===== config.mk =====
export PLATFORM = sky130hd
export DESIGN_NAME = uart_case_fifo
export DESIGN_NICKNAME = d
export VERILOG_FILES = /design/src/rtl/uart_case_fifo.sv
export SDC_FILE = /design/constraint.sdc
export NUM_CORES = 1
export LEC_CHECK = 0
export CELL_PAD_IN_SITES_DETAIL_PLACEMENT = 1
export CELL_PAD_IN_SITES_GLOBAL_PLACEMENT = 2
export CORE_MARGIN = 4
export CORE_UTILIZATION = 50
export DETAILED_ROUTE_END_ITERATION = 6
export HOLD_SLACK_MARGIN = 0.1
export MAX_ROUTING_LAYER = met4
export PLACE_DENSITY_LB_ADDON = 0.1
export SYNTH_ARGS = -nofsm -noshare
export SYNTH_HDL_FRONTEND = slang
export SYNTH_SLANG_ARGS = --single-unit
export TNS_END_PERCENT = 10

===== constraint.sdc =====
create_clock -name i_clk -period 5.85 [get_ports i_clk]
set_input_delay 1.17 -clock i_clk [delete_from_list [all_inputs] [get_ports i_clk]]
set_output_delay 1.17 -clock i_clk [all_outputs]
set_load 0.02 [all_outputs]

===== src/rtl/uart_case_fifo.sv =====
// Case-converting FWFT FIFO between the UART receiver and transmitter.
// Optional drop counter port o_drop_cnt enabled by `define UART_CASE_FIFO_DROP_CNT_EN.
module uart_case_fifo #(
  parameter int DEPTH  = 16,
  parameter int ADDR_W = 4
) (
  input  logic              i_clk,
  input  logic              i_rst,
  input  logic [7:0]        i_wr_data,
  input  logic              i_wr_valid,
  input  logic [1:0]        i_mode,
  input  logic              i_tx_ready,
  input  logic              i_baud_tick,
  output logic [7:0]        o_tx_data,
  output logic              o_tx_valid,
  output logic [ADDR_W:0]   o_count,
  output logic              o_full,
  output logic              o_overflow
`ifdef UART_CASE_FIFO_DROP_CNT_EN
  ,
  output logic [7:0]        o_drop_cnt
`endif
);

  localparam logic [ADDR_W:0] PTR_ONE = {{ADDR_W{1'b0}}, 1'b1};

  logic [7:0]      mem [DEPTH];
  logic [ADDR_W:0] wr_ptr, rd_ptr;
  logic [ADDR_W:0] wr_ptr_nxt, rd_ptr_nxt;
  logic            push, pop, drop;
  logic [7:0]      conv_data;

  function automatic logic [7:0] case_conv(input logic [7:0] b, input logic [1:0] m);
    logic is_upper, is_lower;
    is_upper  = (b >= 8'h41) && (b <= 8'h5A);
    is_lower  = (b >= 8'h61) && (b <= 8'h7A);
    case_conv = b;
    case (m)
      2'd1:    if (is_lower) case_conv = b ^ 8'h20;
      2'd2:    if (is_upper) case_conv = b ^ 8'h20;
      2'd3:    if (is_upper || is_lower) case_conv = b ^ 8'h20;
      default: case_conv = b;
    endcase
  endfunction

  assign conv_data = case_conv(i_wr_data, i_mode);

  // A pop in the same cycle frees the slot, so a full FIFO still accepts the write.
  assign pop  = o_tx_valid && i_tx_ready && i_baud_tick;
  assign push = i_wr_valid && (!o_full || pop);
  assign drop = i_wr_valid && o_full && !pop;

  always_comb begin
    wr_ptr_nxt = wr_ptr;
    rd_ptr_nxt = rd_ptr;
    if (push) wr_ptr_nxt = wr_ptr + PTR_ONE;
    if (pop)  rd_ptr_nxt = rd_ptr + PTR_ONE;
  end

  always_ff @(posedge i_clk or posedge i_rst) begin
    if (i_rst) begin
      wr_ptr     <= '0;
      rd_ptr     <= '0;
      o_tx_valid <= 1'b0;
      o_count    <= '0;
      o_full     <= 1'b0;
      o_overflow <= 1'b0;
    end else begin
      wr_ptr     <= wr_ptr_nxt;
      rd_ptr     <= rd_ptr_nxt;
      o_tx_valid <= (wr_ptr_nxt != rd_ptr_nxt);
      o_count    <= wr_ptr_nxt - rd_ptr_nxt;
      o_full     <= (wr_ptr_nxt[ADDR_W] != rd_ptr_nxt[ADDR_W]) &&
                    (wr_ptr_nxt[ADDR_W-1:0] == rd_ptr_nxt[ADDR_W-1:0]);
      if (drop) o_overflow <= 1'b1;
    end
  end

  // Storage is not reset; occupancy is tracked purely by the pointers.
  always_ff @(posedge i_clk) begin
    if (push) mem[wr_ptr[ADDR_W-1:0]] <= conv_data;
  end

  assign o_tx_data = mem[rd_ptr[ADDR_W-1:0]];

`ifdef UART_CASE_FIFO_DROP_CNT_EN
  always_ff @(posedge i_clk or posedge i_rst) begin
    if (i_rst)                       o_drop_cnt <= 8'h00;
    else if (drop && o_drop_cnt != 8'hFF) o_drop_cnt <= o_drop_cnt + 8'h01;
  end
`endif

endmodule


==> metrics.csv <==
metric;value;unit
status;finished clean;
CTS tree;yes;
port bufs;30;
largest net degree at the start of global routing;36;
H-Tree Depth;4;
DRC;0;
setup bufs post-CTS;0;
Die H;118;um
setup TNS;0;ns
die area;13900;um2
Worst setup SP type;flip-flop;
Final ANT Viol Nets;0;
Avg Cell Area, Syn;20.5;um2
Cell Area, Placed;6430;um2
worst skew pair latency;0.42;ns
I/O pin cnt;31;
CTS Buf Count;17;
MaxCap Viol Count;0;
Rel. slew slack;13.9;%
Crit. End Element;primary output;
Fmax;0.224;GHz
final setup margin;1.38;ns
final hold viol count;0;
IR drop worst, VDD;0.305;mV
Total Power;3.77;mW
first-pass GRT wire length;19.1;mm
Routed WL;12.4;mm
nets;357;
Pre-antenna DRT Iters;5;
HP Class;flip-flop to flip-flop;
actual slew at the worst max-slew pin;1.28;ns
#FFs+latches synth;146;
initial drt markers;221;
synth unique cells;34;
initial antenna violation count;0;
RSZ-0062 raised after global routing;false;
critical path arrival;3.30;ns
fin crit period;4.47;ns
design area;7060;um2
syn_nets;319;
most frequent cells in the layout;edfxtp_1, mux4_1, clkdlybuf4s50_1, clkbuf_16, dfrtp_1;
final setup violation count;0;
Lkg Pwr;2.46;nW
GR Overflow Total;0;
Core Util, Final;60.8;%
Tot GR Track Use;19.7;%
Syn Inst Count;294;
synth warn;0;
commonest non-fill, non-tap cell in the layout;edfxtp_1;
DR WL/cell;25.5;um
# rows;39;
Post-DP HPWL;8.01;mm
Synth-to-Final Area Change;17.2;%
pwr dens;535;nW/um2
CP max FO;35;
clk slew on worst S/H paths;0.06;ns
DR vias;2864;
# hold bufs at CTS;0;
Clock Sinks;146;
critical path required time;4.68;ns
Initial Util;51.9;%
Crit Path Class;flip-flop to primary output;
die width;118;um
Final Max Slew Viols;0;
vias in the first global route;2984;
Placement Setup Slack;1.48;ns
Clock Root Buffer;clkbuf_16;
layout cells sized above 1;15.1;%
sequential-to-total area share from yosys stat;71.3;%
clock skew;0.00615;ns
period utilization;76.3;%
# diodes;0;
Core ar.;11600;um2
vias per cell;5.87;
gp weighted congestion;0.764;
post-CTS resize count;0;
Post-Syn Area;6030;um2
Bufs on Longest Clock Path;2;
## where the power goes
| part | switching [mW] | internal (mW) |
|---|---|---|
| combinational | 0.531 | 0.598 |
| clock | 0.415 | 0.711 |
| sequential | 0.216 | 1.30 |
| total | 1.16 | 2.61 |
## flip-flops by register name (all words and copies together), names as in the netlist
signal	cells
mem	128
o_count	5
rd_ptr	5
wr_ptr	5
o_full	1
o_overflow	1
o_tx_valid	1
## cell families (layout without fill, tap and decap cells)
| group | count (synthesis) | in the layout | share of synthesized area [%] |
|---|---|---|---|
| adder cells (fa/ha/maj) | 10 | 10 | 2.20 |
| multiplexers | 43 | 43 | 17.3 |
| XOR/XNOR | 12 | 12 | 1.74 |
| flip-flops | 146 | 146 | 71.3 |
| AO/OA/AOI/OAI | 12 | 12 | 1.39 |
| AND/OR/NAND/NOR | 45 | 45 | 3.74 |
| buffers and inverters | 26 | 77 | 2.33 |
## metal layers
layer	part of all wire (%)	track usage, %
met4	1.3	7.25
met3	6.5	6.15
met5	0	-
met2	45	26.5
met1	47	28.4
## metrics by stage
| step | instances | hold WS (ns) |
|---|---|---|
| 3_3_place_gp | 456 | 0.452 |
| 6_report | 488 | 0.475 |
| 2_1_floorplan | 294 | 0.451 |
| 4_1_cts | 488 | 0.482 |
| 5_1_grt | 488 | 0.502 |
| 3_5_place_dp | 456 | 0.470 |
## synthesized netlist by cell type, drive strengths merged
library cell	instances	area, um2
a211oi	1	12.5
a21o	3	22.5
a21oi	4	20.0
a31o	1	8.76
and4	1	8.76
buf	7	68.8
clkbuf	5	18.8
dfrtp	18	450
edfxtp	128	3840
fa	1	20.0
ha	9	113
inv	14	52.6
mux2	1	11.3
mux2i	2	20.0
mux4	40	1010
nand2	7	26.3
nand2b	3	18.8
nand3	8	45.0
nand3b	1	7.51
nand4	2	12.5
nor2	14	52.6
nor2b	2	12.5
nor3	5	25.0
nor4	1	6.26
o211ai	2	15.0
o21ai	1	5.00
or4b	1	10.0
xnor2	9	78.8
xor2	3	26.3
## cell type report
cell class / count / area [um2]
fill: 979 / 4550
sequential: 146 / 4300
multi-input combinational: 122 / 1610
clock buffer: 18 / 429
timing repair buffer: 31 / 308
clock inverter: 14 / 188
tap: 143 / 179
inverter: 14 / 52.6
## worst max-delay path, cell delays in order, from the launching register on
cell and delay (ns):
dfrtp_2 1.07, mux4_1 0.73, mux4_2 0.50, clkdlybuf4s50_1 0.57
## path summary, 6_finish.rpt
kind                            startpoint      endpoint  cells past startpoint  slack [ns]
worst max register to register  o_tx_valid     mem[2][4]                      4        2.95
worst max-delay path             rd_ptr[0]  o_tx_data[2]                      3        1.38
worst min register to register  o_overflow    o_overflow                      1        0.47
min in group asynchronous            i_rst     rd_ptr[2]                      2        1.17
worst min-delay path            o_overflow    o_overflow                      1        0.47
max in group asynchronous            i_rst     rd_ptr[0]                      2        4.16
Power figures use the tool's default switching activity.
